==> src/rtl/ctrl_pkg.sv <==
// Shared types for the control scheduler: FSM state encoding, default counter
// width and the packed {start, valid, stop} control word.
package ctrl_pkg;

  localparam int CTRL_CNT_W = 16;

  typedef enum logic [2:0] {
    ST_IDLE  = 3'd0,
    ST_START = 3'd1,
    ST_RUN   = 3'd2,
    ST_STOP  = 3'd3,
    ST_WAIT  = 3'd4,
    ST_DONE  = 3'd5
  } ctrl_sched_state_e;

  typedef struct packed {
    logic start;
    logic valid;
    logic stop;
  } ctrl_t;

endpackage

==> src/rtl/ctrl_delay.sv <==
// Fixed-depth shift register that delays a control word by DELAY cycles so it
// lines up with a pipelined datapath. DELAY must be at least 1.
module ctrl_delay
  import ctrl_pkg::*;
#(
  parameter int DELAY = 3
) (
  input  logic  clk,
  input  logic  xrst,
  input  ctrl_t d,
  output ctrl_t q
);

  ctrl_t pipe [DELAY];

  // NOTE: this array is reset like any other flop; stale control bits must never leak out after a reset.
  always_ff @(posedge clk or negedge xrst) begin
    if (!xrst) begin
      for (int i = 0; i < DELAY; i++) pipe[i] <= '0;
    end else begin
      pipe[0] <= d;
      for (int i = 1; i < DELAY; i++) pipe[i] <= pipe[i-1];
    end
  end

  assign q = pipe[DELAY-1];

endmodule

==> src/rtl/ctrl_sched.sv <==
// Frame sequencer: drives start/valid/stop for n_frame frames of n_beat beats,
// honouring stall and waiting for a per-frame ack. Optional delayed control
// copies are built when CTRL_SCHED_DELAY_EN is defined.
module ctrl_sched
  import ctrl_pkg::*;
#(
  parameter int CNT_W = CTRL_CNT_W,
  parameter int DELAY = 3
) (
  input  logic             clk,
  input  logic             xrst,
  input  logic             req,
  input  logic [CNT_W-1:0] n_beat,
  input  logic [CNT_W-1:0] n_frame,
  input  logic             stall,
  input  logic             ack_done,
  output logic             out_start,
  output logic             out_valid,
  output logic             out_stop,
  output logic [CNT_W-1:0] beat_idx,
  output logic [CNT_W-1:0] frame_idx,
  output logic             busy,
  output logic             done
`ifdef CTRL_SCHED_DELAY_EN
  ,
  output logic             out_start_d,
  output logic             out_valid_d,
  output logic             out_stop_d
`endif
);

  ctrl_sched_state_e state, state_n;
  logic [CNT_W-1:0]  lim_beat, lim_beat_n;
  logic [CNT_W-1:0]  lim_frame, lim_frame_n;
  logic [CNT_W-1:0]  beat_n, frame_n;
  logic              ack_flag, ack_n;
  logic              start_n, valid_n, stop_n, busy_n, done_n;

  // NOTE: every variable gets a default first so no path leaves it unassigned (no latch).
  always_comb begin
    state_n     = state;
    lim_beat_n  = lim_beat;
    lim_frame_n = lim_frame;
    beat_n      = beat_idx;
    frame_n     = frame_idx;
    ack_n       = ack_flag;

    unique case (state)
      ST_IDLE: begin
        if (req) begin
          if (n_beat != '0 && n_frame != '0) begin
            lim_beat_n  = n_beat;
            lim_frame_n = n_frame;
            beat_n      = '0;
            frame_n     = '0;
            state_n     = ST_START;
          end else begin
            state_n = ST_DONE;
          end
        end
      end
      ST_START: begin
        ack_n   = 1'b0;
        state_n = ST_RUN;
      end
      ST_RUN: begin
        // A beat is the cycle out_valid is high; beat_idx names that beat.
        if (out_valid) begin
          if (beat_idx == lim_beat - CNT_W'(1)) begin
            beat_n  = '0;
            state_n = ST_STOP;
          end else begin
            beat_n = beat_idx + CNT_W'(1);
          end
        end
      end
      ST_STOP: begin
        if (ack_done) ack_n = 1'b1;
        state_n = ST_WAIT;
      end
      ST_WAIT: begin
        if (ack_done) ack_n = 1'b1;
        if (ack_flag || ack_done) begin
          if (frame_idx == lim_frame - CNT_W'(1)) begin
            frame_n = '0;
            state_n = ST_DONE;
          end else begin
            frame_n = frame_idx + CNT_W'(1);
            state_n = ST_START;
          end
        end
      end
      ST_DONE: begin
        frame_n = '0;
        state_n = ST_IDLE;
      end
      default: state_n = ST_IDLE;
    endcase

    // Outputs are registered from the next state; stall therefore gates the
    // beat of the following cycle.
    start_n = (state_n == ST_START);
    valid_n = (state_n == ST_RUN) && !stall;
    stop_n  = (state_n == ST_STOP);
    busy_n  = (state_n != ST_IDLE);
    done_n  = (state_n == ST_DONE);
  end

  // NOTE: sequential state uses non-blocking assignments so all flops update together at the edge.
  always_ff @(posedge clk or negedge xrst) begin
    if (!xrst) begin
      state     <= ST_IDLE;
      lim_beat  <= '0;
      lim_frame <= '0;
      beat_idx  <= '0;
      frame_idx <= '0;
      ack_flag  <= 1'b0;
      out_start <= 1'b0;
      out_valid <= 1'b0;
      out_stop  <= 1'b0;
      busy      <= 1'b0;
      done      <= 1'b0;
    end else begin
      state     <= state_n;
      lim_beat  <= lim_beat_n;
      lim_frame <= lim_frame_n;
      beat_idx  <= beat_n;
      frame_idx <= frame_n;
      ack_flag  <= ack_n;
      out_start <= start_n;
      out_valid <= valid_n;
      out_stop  <= stop_n;
      busy      <= busy_n;
      done      <= done_n;
    end
  end

`ifdef CTRL_SCHED_DELAY_EN
  ctrl_t ctrl_now, ctrl_dly;

  assign ctrl_now = {out_start, out_valid, out_stop};

  ctrl_delay #(.DELAY(DELAY)) u_delay (
    .clk  (clk),
    .xrst (xrst),
    .d    (ctrl_now),
    .q    (ctrl_dly)
  );

  assign out_start_d = ctrl_dly.start;
  assign out_valid_d = ctrl_dly.valid;
  assign out_stop_d  = ctrl_dly.stop;
`else
  logic unused_delay;
  assign unused_delay = (DELAY > 0);
`endif

endmodule

==> config.mk <==
export PLATFORM = sky130hd
export DESIGN_NAME = ctrl_sched
export DESIGN_NICKNAME = d
export VERILOG_FILES = /design/src/rtl/ctrl_pkg.sv /design/src/rtl/ctrl_delay.sv /design/src/rtl/ctrl_sched.sv
export SDC_FILE = /design/constraint.sdc
export NUM_CORES = 1
export LEC_CHECK = 0
export CAP_MARGIN = 20
export CORE_MARGIN = 10
export CORE_UTILIZATION = 40
export CTS_CLUSTER_DIAMETER = 40
export DETAILED_ROUTE_END_ITERATION = 16
export PLACE_DENSITY = 0.63
export SLEW_MARGIN = 25
export SYNTH_ARGS = -nofsm -noshare
export SYNTH_HDL_FRONTEND = slang
export SYNTH_SLANG_ARGS = --single-unit
==> constraint.sdc <==
create_clock -name clk -period 6.37 [get_ports clk]
set_input_delay 0.9555 -clock clk [delete_from_list [all_inputs] [get_ports clk]]
set_output_delay 0.9555 -clock clk [all_outputs]
set_load 0.01 [all_outputs]
# Word-level counts from Yosys, hierarchy flattened
# Cells that the tools add are included.
# Widths: inputs -> output; s select.
[word_totals]
word_cells = 64
reg_bits = 73
out_inout_bits = 37
[classes]
eq_ne = 16
addsub = 4
n_reduce_logical = 16
muxes = 17
[op_table]
columns = ["op", "n"]
rows = [
  ["$mux 16", 6],
  ["$pmux 16 s3", 1],
  ["$add 16x1->16 const B", 2],
  ["$eq 16x16->1", 2],
  ["$pmux 16 s2", 1],
  ["$reduce_bool 16->1", 2],
  ["$sub 16x1->16 const B", 2],
  ["$mux 3", 6],
  ["$pmux 3 s5", 1],
  ["$eq 3x2->1 const B", 4],
  ["$eq 3x3->1 const B", 3],
  ["$ne 2x2->1 const B", 4],
  ["$reduce_and 4->1", 2],
  ["$eq 3x1->1 const B", 2],
  ["$reduce_bool 3->1", 2],
  ["$reduce_bool 2->1", 2],
  ["$logic_not 3->1", 1],
  ["$reduce_and 3->1", 1],
  ["$logic_and 1x1->1", 2],
  ["$ne 2x1->1 const B", 1],
  ["$pmux 1 s2", 1],
  ["$reduce_and 2->1", 1],
  ["$reduce_or 2->1", 1],
  ["$logic_not 1->1", 1],
  ["2 further kinds", 2],
]

# Longest topological paths before layout
[logic_depth]
word_depth = 7
mapped_depth = 12

# Least setup slack after synthesis
# OpenSTA, ideal clock, no wires.
[synth_timing]
path_type = "register to register"
start = "register lim_frame[2]"
end = "register frame_idx[10]"
n_path_buf = 2
setup_ns = 0.121
setup_slack_ns = 3.367
synth_period_minus_slack_ns = 3.003
arrival_time_ns = 2.882
t_required_ns = 6.249
path_stages_with_launch = 11
cell_sequence = "dfrtp_1 -> or3_1 -> buf_2 -> or4_4 -> or4_1 -> o311a_1 -> nand4bb_1 -> o211ai_2 -> buf_6 -> o21ai_0 -> a22o_1"
[synth_between]
elab_chain_cells = 5
[synth_rtl]
columns = ["element", "line_no", "rtl"]
rows = [
  ["start, declared", "ctrl_sched.sv:34", "logic [CNT_W-1:0] lim_frame, lim_frame_n;"],
  ["start signal, assigned", "ctrl_sched.sv:126", "lim_frame <= lim_frame_n;"],
  ["$sub 16x1->16", "ctrl_sched.sv:84", "if (frame_idx == lim_frame - CNT_W'(1)) begin"],
  ["$eq 16x16->1", "ctrl_sched.sv:84", ""],
  ["$mux 16", "ctrl_sched.sv:84", ""],
  ["$mux 16", "ctrl_sched.sv:83", "if (ack_flag || ack_done) begin"],
  ["$pmux 16 s3", "ctrl_sched.sv:48", "unique case (state)"],
  ["end signal, assigned", "ctrl_sched.sv:128", "frame_idx <= frame_n;"],
  ["end, declared", "ctrl_sched.sv:21", "output logic [CNT_W-1:0] frame_idx,"],
]
# Every way passes these cells. The select of a mux whose other input is x is not followed.
# A chain may end at the register's enable or synchronous reset.

# Worst setup path in the final report
[layout_timing]
start = "register lim_frame[0]"
end = "register frame_idx[0]"
# Same word-level chain as after synthesis.

==> results.json <==
{
  "yosys-top-cells-area": "dfrtp_1 (40%), mux2_2 (8.2%), xnor2_1 (6.9%)",
  "vias": 3886,
  "maxSlewViolCount": 0,
  "ff2ff_path_depth": 10,
  "io_pins": 74,
  "finalPower_uw": 2320,
  "via_per_inst": 5.67,
  "worst_setup_hold_path_clk_slew_ns": 0.06,
  "post_synth.cell_area_avg_um2": 9.55,
  "diodes": 0,
  "synth_seq_cells": 73,
  "cp.depth": 10,
  "routedWlPerCell_um": 18.6,
  "firstDrtPassIters": 4,
  "synth_area_leader_cell": "dfrtp_1",
  "yosys_warnings": 0,
  "cp_num_buf_inv": 1,
  "portBuffers": 73,
  "htreeDepth": 3,
  "cts_tree": "done",
  "hp-class": "reg -> reg",
  "fmax_mhz": 256,
  "synth_area_mm2": 0.00454,
  "critical_path_class": "reg -> reg",
  "cp.arrival_ns": 4.14,
  "rows": 38,
  "worst-r2r-setup-slack_ns": 2.46,
  "worstSetupStartpoint": "lim_frame[0]",
  "timing.final.crit_share": 0.614,
  "clockBufferDepth": 2,
  "dieArea_mm2": 0.0160,
  "worst_setup_path_end_kind": "flip-flop",
  "setup_viol_count_final": 0,
  "clockRootBuffer": "clkbuf_16",
  "cp-endpoint": "frame_idx[0]",
  "dieHeight_um": 127,
  "crit_chain": "inv_1 -> ha_1 -> or4b_1 -> nor4_1 -> xnor2_1 -> or4_1 -> nand4bb_1 -> o211ai_2 -> nor2_2 -> mux2_2",
  "cpMaxStageDelayCell": "or4b_1",
  "drc": 0,
  "numCtsBuffers": 9,
  "die_w_um": 127,
  "maxSlewHeadroom": 0.453,
  "slowest_delay_ns": 0.57,
  "area_delta_synth_final_pct": 25.8,
  "synth_ff_type": "dfrtp_1",
  "overflow": 0,
  "leakage_uw": 0.00232,
  "synth_top_area_share": 0.402,
  "start_util": 0.414,
  "worst_setup_path_start_kind": "flip-flop",
  "core_mm2": 0.0110,
  "synthArstFlopShare": 1.00,
  "numClockSinks": 73,
  "required_ns": 6.60,
  "outcome": "complete, no violations",
  "routabilityCongestion": 0.899,
  "crit_family": "simple AND/OR/NAND/NOR gates",
  "rsz0062_at_grt": "no",
  "yosysSeqAreaShare": 0.402,
  "grt_max_degree": 74,
  "ys_types": 61,
  "critPathMaxFanout": 16,
  "p_per_area_mw_per_mm2": 406,
  "syn_inst": 476,
  "ctsResizeCount": 0,
  "synth-edff-count": 0,
  "drtIter0Drc": 322,
  "drive_above_1_share": 0.117,
  "fin_nets": 581,
  "dpl.hpwl_mm": 9.47,
  "synth_nets": 517,
  "worstMarginPinSlew_ns": 0.817,
  "hold_violations": 0,
  "antenna_found_initial": 0,
  "post_cts_buffers": 0,
  "grt_pass1_vias": 3846,
  "r2r-start": "lim_frame[0]",
  "fin_crit_ns": 3.91,
  "grt_usage": 0.159,
  "ant_nets": 0,
  "cts-hold-fix-buffers": 0,
  "fin_skew_ns": 0.00796,
  "rr_endpoint": "frame_idx[0]",
  "netlist_top_cells_count": "dfrtp_1 (73), nor2_1 (45), xnor2_1 (36)",
  "tns_ns": 0,
  "irDropWorstVdd_uv": 198,
  "grt_pass1_wl_mm": 20.8,
  "insertion_delay_ns": 0.34,
  "synth.most_common_cell": "dfrtp_1",
  "drt_wl_total_mm": 12.8,
  "maxCapViolations": 0
}
[cell usage in the layout, fill, tap and decap left out, types with 3 or more instances in the layout]
cell type	n
a21oi_1	6
xnor2_1	36
clkdlybuf4s50_1	72
nand3_1	13
a31oi_1	5
nand2b_1	4
or3_1	7
nor2b_1	12
o21ai_0	24
or2_2	4
nor2_1	45
or4_1	7
nor3_1	22
ha_1	4
inv_1	12
and3_1	13
mux2_2	33
nor4b_1	3
a311oi_1	3
clkbuf_16	9
bufinv_16	3
xor2_1	21
nand4_1	14
dfrtp_1	73
a22o_1	13
nor4_1	13
o31ai_1	3
o311a_1	3
nand2_1	24
[state kept, by name, summed over array words and instances (netlist names)]
name / flops
done: 1
lim_beat: 16
frame_idx: 16
busy: 1
out_valid: 1
ack_flag: 1
out_start: 1
lim_frame: 16
state: 3
out_stop: 1
beat_idx: 16
[cell type report]
type | instances | area, µm²
well taps | 140 | 175
flip-flops and latches | 73 | 1830
fillers | 1009 | 5270
inverters | 12 | 45.0
clock buffers | 9 | 225
repair buffers | 75 | 744
clock inverters | 7 | 118
multi-input cells | 369 | 2580
[logic make-up after synthesis]
family | after synthesis | share of synthesized area
mux | 34 | 0.0840
compound gates | 77 | 0.122
buf+inv | 34 | 0.0319
fa+ha+maj | 4 | 0.0110
flops | 73 | 0.402
simple gates | 196 | 0.235
xor+xnor | 58 | 0.115
[per-stage QoR]
| step | cells | util | area (µm²) | worst slack [ns] | hold WS (ns) |
|---|---|---|---|---|---|
| final | 685 | 0.521 | 5720 | 2.46 | 0.531 |
| after global routing | 685 | 0.521 | 5720 | 2.10 | 0.574 |
| after CTS | 685 | 0.519 | 5700 | 2.45 | 0.537 |
| after detailed placement | 669 | 0.488 | 5360 | 2.47 | 0.523 |
| after global placement | 669 | 0.488 | 5360 | 2.66 | 0.516 |
| after floorplan | 476 | - | 4540 | 3.37 | 0.501 |
[routing by layer]
metal | vias to the layer above | part of all wire | GRT usage | routed length [µm]
li1 | 1877 | - | - | -
met1 | 1885 | 0.48 | 0.224 | 6120
met2 | 109 | 0.43 | 0.227 | 5540
met3 | 15 | 0.071 | 0.0379 | 901
met4 | 0 | 0.016 | 0.0663 | 198
met5 | - | 0 | 0 | 0
[power breakdown]
part | switching, µW | internal [µW]
Combinational | 469 | 441
Clock | 209 | 383
Sequential | 220 | 600
Total | 898 | 1420
[worst min path at each step]
stage,start,end,depth (start not counted)
finish,lim_frame[15],lim_frame[15],1
global route,lim_beat[15],lim_beat[15],1
CTS,lim_beat[15],lim_beat[15],1
detailed placement,lim_beat[15],lim_beat[15],1
global placement,lim_frame[15],lim_frame[15],1
floorplan,lim_beat[15],lim_beat[15],1
Note: power is estimated with default switching activity, not from simulation.
